===== config.mk =====
export PLATFORM = sky130hd
export DESIGN_NAME = regfile_wb_arbiter_flat
export DESIGN_NICKNAME = d
export VERILOG_FILES = /design/src/rtl/regfile_ctrl_pkg.sv /design/src/rtl/regfile_wb_arbiter_if.sv /design/src/rtl/regfile_wb_arbiter_rr_arb2.sv /design/src/rtl/regfile_wb_arbiter.sv /design/src/flat_wrapper.sv
export SDC_FILE = /design/constraint.sdc
export NUM_CORES = 1
export LEC_CHECK = 0
export ABC_AREA = 1
export CAP_MARGIN = 15
export CORE_UTILIZATION = 44
export CTS_BUF_LIST = sky130_fd_sc_hd__clkbuf_2 sky130_fd_sc_hd__clkbuf_4 sky130_fd_sc_hd__clkbuf_8
export CTS_CLUSTER_SIZE = 8
export DETAILED_ROUTE_END_ITERATION = 16
export HOLD_SLACK_MARGIN = 0.08
export PLACE_DENSITY = 0.8
export SLEW_MARGIN = 30
export SYNTH_ARGS = -nofsm -noshare
export SYNTH_HDL_FRONTEND = slang
export SYNTH_HIERARCHICAL = 1
export SYNTH_SLANG_ARGS = --single-unit

===== constraint.sdc =====
create_clock -name clock -period 3.25 [get_ports clock]
set_input_delay 0.8125 -clock clock [delete_from_list [all_inputs] [get_ports clock]]
set_output_delay 0.8125 -clock clock [all_outputs]
set_load 0.01 [all_outputs]

===== src/rtl/regfile_ctrl_pkg.sv =====
// regfile_ctrl_pkg: shared widths and enums for the register-file writeback control slice.
package regfile_ctrl_pkg;
    localparam int REG_ADDR_W = 5;
    localparam int NUM_REGS = 32;
    typedef enum logic [1:0] {CLEAR, RUN, HALT} wb_state_t;
    typedef enum logic {SRC_EX, SRC_MEM} src_t;
endpackage


===== src/rtl/regfile_wb_arbiter_if.sv =====
// regfile_wb_arbiter_if: ex/mem writeback requests and register-file write port.
interface regfile_wb_arbiter_if;
    import regfile_ctrl_pkg::*;
    logic                  ex_valid;
    logic [REG_ADDR_W-1:0] ex_addr;
    logic [31:0]           ex_data;
    logic                  ex_ready;
    logic                  mem_valid;
    logic [REG_ADDR_W-1:0] mem_addr;
    logic [31:0]           mem_data;
    logic                  mem_ready;
    logic                  RegWrite;
    logic [REG_ADDR_W-1:0] addr;
    logic [31:0]           WriteData;
    logic                  init_done;
    logic [15:0]           wr_count;
    modport slave (
        input  ex_valid, ex_addr, ex_data, mem_valid, mem_addr, mem_data,
        output ex_ready, mem_ready, RegWrite, addr, WriteData, init_done, wr_count
    );
    modport master (
        output ex_valid, ex_addr, ex_data, mem_valid, mem_addr, mem_data,
        input  ex_ready, mem_ready, RegWrite, addr, WriteData, init_done, wr_count
    );
endinterface


===== src/rtl/regfile_wb_arbiter_rr_arb2.sv =====
// rr_arb2: two-requester round-robin arbiter; on a tie the source not granted last time wins.
module rr_arb2
    import regfile_ctrl_pkg::*;
(
    input  logic clock,
    input  logic reset,
    input  logic enable,
    input  logic req_ex,
    input  logic req_mem,
    input  logic advance,
    output logic gnt_ex,
    output logic gnt_mem
);
    src_t last_q, last_d;
    always_comb begin
        gnt_ex  = enable && req_ex && (!req_mem || last_q == SRC_MEM);
        gnt_mem = enable && req_mem && (!req_ex || last_q == SRC_EX);
        last_d  = advance ? (gnt_mem ? SRC_MEM : SRC_EX) : last_q;
    end
    always_ff @(posedge clock or negedge reset) begin
        if (!reset) last_q <= SRC_EX;
        else        last_q <= last_d;
    end
endmodule


===== src/rtl/regfile_wb_arbiter.sv =====
// regfile_wb_arbiter: post-reset x1..x31 sweep, then round-robin ex/mem writeback until finish_flag.
module regfile_wb_arbiter
    import regfile_ctrl_pkg::*;
#(
    parameter bit          CLEAR_ON_RESET = 1'b1,
    parameter logic [31:0] CLEAR_VALUE    = 32'd0
) (
    input  logic clock,
    input  logic reset,
    input  logic finish_flag,
    regfile_wb_arbiter_if.slave wb
);
    localparam wb_state_t INIT_STATE = CLEAR_ON_RESET ? CLEAR : RUN;
    wb_state_t             state_q, state_d;
    logic [REG_ADDR_W-1:0] ptr_q, ptr_d, addr_q, addr_d, sel_addr;
    logic [31:0]           data_q, data_d, sel_data;
    logic [15:0]           cnt_q, cnt_d;
    logic                  we_q, we_d, done_q, done_d;
    logic                  gnt_ex, gnt_mem, take;
    rr_arb2 u_arb (
        .clock   (clock),
        .reset   (reset),
        .enable  (state_q == RUN && !finish_flag),
        .req_ex  (wb.ex_valid),
        .req_mem (wb.mem_valid),
        .advance (take),
        .gnt_ex  (gnt_ex),
        .gnt_mem (gnt_mem)
    );
    assign take         = gnt_ex || gnt_mem;
    assign sel_addr     = gnt_mem ? wb.mem_addr : wb.ex_addr;
    assign sel_data     = gnt_mem ? wb.mem_data : wb.ex_data;
    assign wb.ex_ready  = gnt_ex;
    assign wb.mem_ready = gnt_mem;
    assign wb.RegWrite  = we_q;
    assign wb.addr      = addr_q;
    assign wb.WriteData = data_q;
    assign wb.init_done = done_q;
    assign wb.wr_count  = cnt_q;
    always_comb begin
        state_d = state_q;
        ptr_d   = ptr_q;
        we_d    = 1'b0;
        addr_d  = addr_q;
        data_d  = data_q;
        cnt_d   = cnt_q;
        done_d  = state_q != CLEAR;
        if (state_q == CLEAR) begin
            we_d    = 1'b1;
            addr_d  = ptr_q;
            data_d  = CLEAR_VALUE;
            ptr_d   = ptr_q + 1'b1;
            state_d = ptr_q == REG_ADDR_W'(NUM_REGS - 1) ? RUN : CLEAR;
        end else if (state_q == RUN) begin
            if (finish_flag) begin
                state_d = HALT;
            end else if (take) begin
                addr_d = sel_addr;
                data_d = sel_data;
                // x0 requests are accepted but never reach the register file
                we_d   = sel_addr != '0;
                cnt_d  = cnt_q + 16'(we_d && cnt_q != 16'hFFFF);
            end
        end
    end
    always_ff @(posedge clock or negedge reset) begin
        if (!reset) begin
            state_q <= INIT_STATE;
            ptr_q   <= REG_ADDR_W'(1);
            we_q    <= 1'b0;
            addr_q  <= '0;
            data_q  <= '0;
            cnt_q   <= '0;
            done_q  <= !CLEAR_ON_RESET;
        end else begin
            state_q <= state_d;
            ptr_q   <= ptr_d;
            we_q    <= we_d;
            addr_q  <= addr_d;
            data_q  <= data_d;
            cnt_q   <= cnt_d;
            done_q  <= done_d;
        end
    end
endmodule

===== src/flat_wrapper.sv =====
// flat-port wrapper written by rule: the top's interface ports become plain ports
module regfile_wb_arbiter_flat import regfile_ctrl_pkg::*;
#(
    parameter bit          CLEAR_ON_RESET = 1'b1,
    parameter logic [31:0] CLEAR_VALUE    = 32'd0
)
  (clock, reset, finish_flag, wb_ex_valid, wb_ex_addr, wb_ex_data, wb_mem_valid, wb_mem_addr, wb_mem_data, wb_ex_ready, wb_mem_ready, wb_RegWrite, wb_addr, wb_WriteData, wb_init_done, wb_wr_count);
  regfile_wb_arbiter_if wb_i ();
  input  logic clock;
  input  logic reset;
  input  logic finish_flag;
  input wire logic [$bits(wb_i.ex_valid)-1:0] wb_ex_valid;
  input wire logic [$bits(wb_i.ex_addr)-1:0] wb_ex_addr;
  input wire logic [$bits(wb_i.ex_data)-1:0] wb_ex_data;
  input wire logic [$bits(wb_i.mem_valid)-1:0] wb_mem_valid;
  input wire logic [$bits(wb_i.mem_addr)-1:0] wb_mem_addr;
  input wire logic [$bits(wb_i.mem_data)-1:0] wb_mem_data;
  output wire logic [$bits(wb_i.ex_ready)-1:0] wb_ex_ready;
  output wire logic [$bits(wb_i.mem_ready)-1:0] wb_mem_ready;
  output wire logic [$bits(wb_i.RegWrite)-1:0] wb_RegWrite;
  output wire logic [$bits(wb_i.addr)-1:0] wb_addr;
  output wire logic [$bits(wb_i.WriteData)-1:0] wb_WriteData;
  output wire logic [$bits(wb_i.init_done)-1:0] wb_init_done;
  output wire logic [$bits(wb_i.wr_count)-1:0] wb_wr_count;
  assign wb_i.ex_valid = wb_ex_valid;
  assign wb_i.ex_addr = wb_ex_addr;
  assign wb_i.ex_data = wb_ex_data;
  assign wb_i.mem_valid = wb_mem_valid;
  assign wb_i.mem_addr = wb_mem_addr;
  assign wb_i.mem_data = wb_mem_data;
  assign wb_ex_ready = wb_i.ex_ready;
  assign wb_mem_ready = wb_i.mem_ready;
  assign wb_RegWrite = wb_i.RegWrite;
  assign wb_addr = wb_i.addr;
  assign wb_WriteData = wb_i.WriteData;
  assign wb_init_done = wb_i.init_done;
  assign wb_wr_count = wb_i.wr_count;
  regfile_wb_arbiter #(.CLEAR_ON_RESET(CLEAR_ON_RESET), .CLEAR_VALUE(CLEAR_VALUE)) u_core (.clock(clock), .reset(reset), .finish_flag(finish_flag), .wb(wb_i));
endmodule

==> impl_metrics.xml <==
<?xml version="1.0" encoding="UTF-8"?>
<metrics>
  <group name="setup_path">
    <metric name="cp_slowest_cell" unit="">clkdlybuf4s50_1</metric>
    <metric name="critPathMostFrequentCell" unit="">clkdlybuf4s50_1</metric>
    <metric name="critPathLaunchType" unit="">primary input</metric>
    <metric name="setup.worst_path.end_class" unit="">output port</metric>
    <metric name="critical_path.max_stage_delay" unit="ns">0.56</metric>
    <metric name="crit_chain" unit="">clkdlybuf4s50_1 -&gt; nand2_1 -&gt; a21oi_1 -&gt; clkdlybuf4s50_1</metric>
    <metric name="critPathArrivalTime" unit="ns">2.17</metric>
    <metric name="cp.required" unit="ns">2.44</metric>
    <metric name="path_class" unit="">in -&gt; out</metric>
    <metric name="critical_path_peak_fanout" unit="">3</metric>
  </group>
  <group name="timing">
    <metric name="slew-limit-headroom" unit="%">58.0</metric>
    <metric name="whs" unit="ns">0.486</metric>
    <metric name="period_share" unit="%">91.7</metric>
    <metric name="finClkSkew" unit="ns">0.0105</metric>
    <metric name="report.final.slew_viol_count" unit="">0</metric>
    <metric name="hold_viol_final" unit="">0</metric>
    <metric name="achievable-frequency" unit="GHz">0.336</metric>
    <metric name="finalSetupViolations" unit="">0</metric>
    <metric name="timing_worst_slew_pin_value" unit="ns">0.630</metric>
    <metric name="final.min_clock_period" unit="ns">2.98</metric>
    <metric name="grt_setup_unrepaired" unit="">false</metric>
  </group>
  <group name="yosys">
    <metric name="synthXorXnorAreaFrac" unit="%">1.88</metric>
    <metric name="synth_top_cell_area_share" unit="%">47.5</metric>
    <metric name="post_synth_simple_gate_area" unit="%">28.9</metric>
    <metric name="synth.area.mux_share" unit="%">0</metric>
    <metric name="postSynthCellCount" unit="">433</metric>
    <metric name="netlist_top_cells_count" unit="">nand2_1, nor2_1, dfrtp_1</metric>
    <metric name="yosysWarningCount" unit="">6</metric>
    <metric name="post_synth_num_cell_types" unit="">29</metric>
    <metric name="syn_area_per_cell" unit="um2">7.54</metric>
    <metric name="synth_top_flop_cell" unit="">dfrtp_1</metric>
    <metric name="synthTopCellsByArea" unit="">dfrtp_1, nand2_1, nor2_1</metric>
    <metric name="async_flop_share" unit="%">100</metric>
    <metric name="post_synth_fa_ha_maj_area_fraction" unit="%">1.53</metric>
    <metric name="synth-edff-count" unit="">0</metric>
    <metric name="synth_sequential_area_ratio" unit="%">48.3</metric>
    <metric name="synthDominantAreaCellType" unit="">dfrtp_1</metric>
    <metric name="flip_flop_and_latch_count_after_synthesis" unit="">63</metric>
    <metric name="synth_nets" unit="">516</metric>
    <metric name="synth_compound_area_share" unit="%">12.8</metric>
    <metric name="synthMostInstantiatedCell" unit="">nand2_1</metric>
    <metric name="synth_top_family_by_area" unit="">simple AND/OR/NAND/NOR gates</metric>
    <metric name="netlist_area" unit="um2">3270</metric>
  </group>
  <group name="grt">
    <metric name="overflow" unit="">0</metric>
    <metric name="grt_pass1_wl" unit="um">14600</metric>
    <metric name="grt_pass1_vias" unit="">3193</metric>
    <metric name="grtUsageTotal" unit="%">24.8</metric>
    <metric name="grt_start_max_net_pins" unit="">49</metric>
    <metric name="antenna_violations_before_repair" unit="">0</metric>
  </group>
  <group name="layout">
    <metric name="area_growth_syn_to_layout" unit="%">54.3</metric>
    <metric name="final_area" unit="um2">5040</metric>
    <metric name="share_of_post_route_cells_with_drive_strength_above_1" unit="%">9.81</metric>
    <metric name="antennaDiodeCount" unit="">0</metric>
    <metric name="layoutNonFillerInstCount" unit="">680</metric>
    <metric name="num-nets-final" unit="">659</metric>
  </group>
  <group name="power">
    <metric name="pwr_density_cell" unit="nW/um2">473</metric>
    <metric name="cellInternalPower" unit="mW">1.65</metric>
    <metric name="comb_power_share" unit="%">29.6</metric>
    <metric name="p_switching" unit="uW">735</metric>
    <metric name="leakage" unit="nW">2.26</metric>
    <metric name="swShare" unit="%">30.9</metric>
    <metric name="clkPwrFrac" unit="%">28.1</metric>
    <metric name="max-vdd-ir-drop" unit="mV">0.301</metric>
    <metric name="seqPwrFrac" unit="%">42.2</metric>
  </group>
  <group name="routing">
    <metric name="routedLengthMet1" unit="um">3720</metric>
    <metric name="drt-initial-drc-count" unit="">184</metric>
    <metric name="detail-route-antenna-nets" unit="">0</metric>
    <metric name="detailroute.via_count" unit="">3322</metric>
    <metric name="wl" unit="um">9070</metric>
    <metric name="dr.pass1.iters" unit="">7</metric>
    <metric name="detailroute.wirelength.met2" unit="um">4470</metric>
    <metric name="met3_length" unit="um">637</metric>
    <metric name="remaining_drc_errors" unit="">0</metric>
    <metric name="via_per_inst" unit="">4.89</metric>
    <metric name="top_layer_used" unit="">met4</metric>
    <metric name="routedWlPerCell" unit="um">13.3</metric>
  </group>
  <group name="placement">
    <metric name="placement.cell_area" unit="um2">4790</metric>
    <metric name="io_buffer_count" unit="">135</metric>
    <metric name="post-place-cells" unit="">661</metric>
    <metric name="hpwl" unit="um">6840</metric>
    <metric name="place.gp.congestion" unit="">0.877</metric>
  </group>
  <group name="cts">
    <metric name="clk_pin_slew" unit="ns">0.07</metric>
    <metric name="clock_latency_at_the_later_pin_of_the_worst_skew_pair" unit="ns">0.34</metric>
    <metric name="tritoncts.num_buffers" unit="">9</metric>
    <metric name="clock_tree_from_tritoncts" unit="">done</metric>
    <metric name="cts.sinks" unit="">63</metric>
    <metric name="clock_tree.buffer_depth" unit="">2</metric>
    <metric name="cts_root_buf" unit="">clkbuf_8</metric>
    <metric name="quantity_of_hold_fixing_buffers_added_after_cts" unit="">0</metric>
    <metric name="htreeDepth" unit="">3</metric>
  </group>
  <group name="floorplanning">
    <metric name="floorplan.die.height" unit="um">88.2</metric>
    <metric name="die_width" unit="um">88.2</metric>
    <metric name="pin_count" unit="">136</metric>
    <metric name="die-area" unit="um2">7770</metric>
    <metric name="floorplan.rows" unit="">31</metric>
    <metric name="core_region_area" unit="um2">7210</metric>
    <metric name="initial_core_util" unit="%">45.3</metric>
  </group>
  <group name="run_status">
    <metric name="status" unit="">finished, final reports clean</metric>
  </group>
  <group name="flow_run">
    <metric name="maxCapViolCount" unit="">0</metric>
  </group>
  <group name="min_path">
    <metric name="hold_class" unit="">in -&gt; async</metric>
  </group>
</metrics>
-- flip-flops by register name (all words and copies together) (netlist names) --
signal / cells
u_core/wb.init_done: 1
u_core/u_arb/last_q: 1
u_core/wb.wr_count: 16
u_core/state_q: 2
u_core/ptr_q: 5
u_core/wb.RegWrite: 1
u_core/wb.addr: 5
u_core/wb.WriteData: 32
-- metal layers --
layer / GRT usage, % / vias to the layer above
met1: 29.6 / 1531
li1: - / 1659
met3: 5.75 / 19
met2: 42.5 / 113
met4: 11.7 / 0
met5: 0 / -
-- worst paths after layout --
check                                   startpoint                       to  slack (ns)  depth (start not counted)
max                                    wb_ex_valid              wb_ex_ready        0.27                          4
min reg2reg                u_core/wb.WriteData[27]  u_core/wb.WriteData[27]        0.49                          2
min in group clock         u_core/wb.WriteData[27]  u_core/wb.WriteData[27]        0.49                          2
max in group asynchronous                    reset          u_core/ptr_q[0]        2.08                          2
min                                          reset  u_core/wb.WriteData[29]        0.49                          1
max reg2reg                      u_core/state_q[1]   u_core/wb.wr_count[14]        0.65                         22
-- layout make-up --
cell class,count,area (um2)
repair buffers,152,1520
clock inverters,6,60.1
fillers,613,2180
flip-flops and latches,63,1580
inverters,30,116
multi-input cells,320,1500
well taps,99,124
clock buffers,10,138
-- logic make-up after synthesis --
kind of cell    after synthesis
simple gates                227
flops                        63
fa+ha+maj                     4
compound gates               82
buf+inv                      50
xor+xnor                      7
-- timing repair --
| item | CTS | global route |
|---|---|---|
| setup buffers | 1 | 2 |
| endpoints found under the setup margin | 1 | 12 |
| resized for setup | 0 | 15 |
| gates cloned | 0 | 0 |
| pin swaps | 0 | 4 |
-- critical path, delay by kind of cell --
family / cells / cell delay [ns]
buf+inv: 2 / 1.12
compound gates: 1 / 0.16
simple gates: 1 / 0.08
-- cells in the final DEF (no fill, tap or decap), drive strengths merged, types with 2 or more instances in the layout --
cell / synthesis / layout
a21oi: 2 / 2
buf: 17 / 18
clkbuf: 3 / 10
clkdlybuf4s50: 0 / 132
clkinv: 0 / 3
clkinvlp: 0 / 3
dfrtp: 62 / 62
dlymetal6s2s: 0 / 2
ha: 4 / 4
inv: 30 / 29
nand2: 118 / 118
nand3: 10 / 10
nand3b: 3 / 3
nand4: 3 / 3
nor2: 89 / 89
o21ai: 77 / 77
or2: 3 / 3
xnor2: 2 / 2
xor2: 5 / 5
-- power by group through the flow --
stage	sequential, mW	combinational [mW]	clock, mW
after floorplan	1.04	0.305	0
after global placement	1.01	0.689	0
after detailed placement	1.01	0.705	0
after CTS	1.00	0.709	0.691
after global routing	1.02	0.784	0.721
final	1.01	0.706	0.670
-- per-stage QoR --
stage          TNS, ns  total power [mW]  setup slack, ns  utilization (%)
2_1_floorplan        0              1.34            0.195                -
3_3_place_gp    -0.106              1.70          -0.0569             66.4
3_5_place_dp    -0.897              1.72           -0.186             66.4
4_1_cts              0              2.40           0.0583             69.2
5_1_grt              0              2.52            0.201             69.8
6_report             0              2.38            0.271             69.8
No activity file was read; power rests on OpenSTA's default activity.
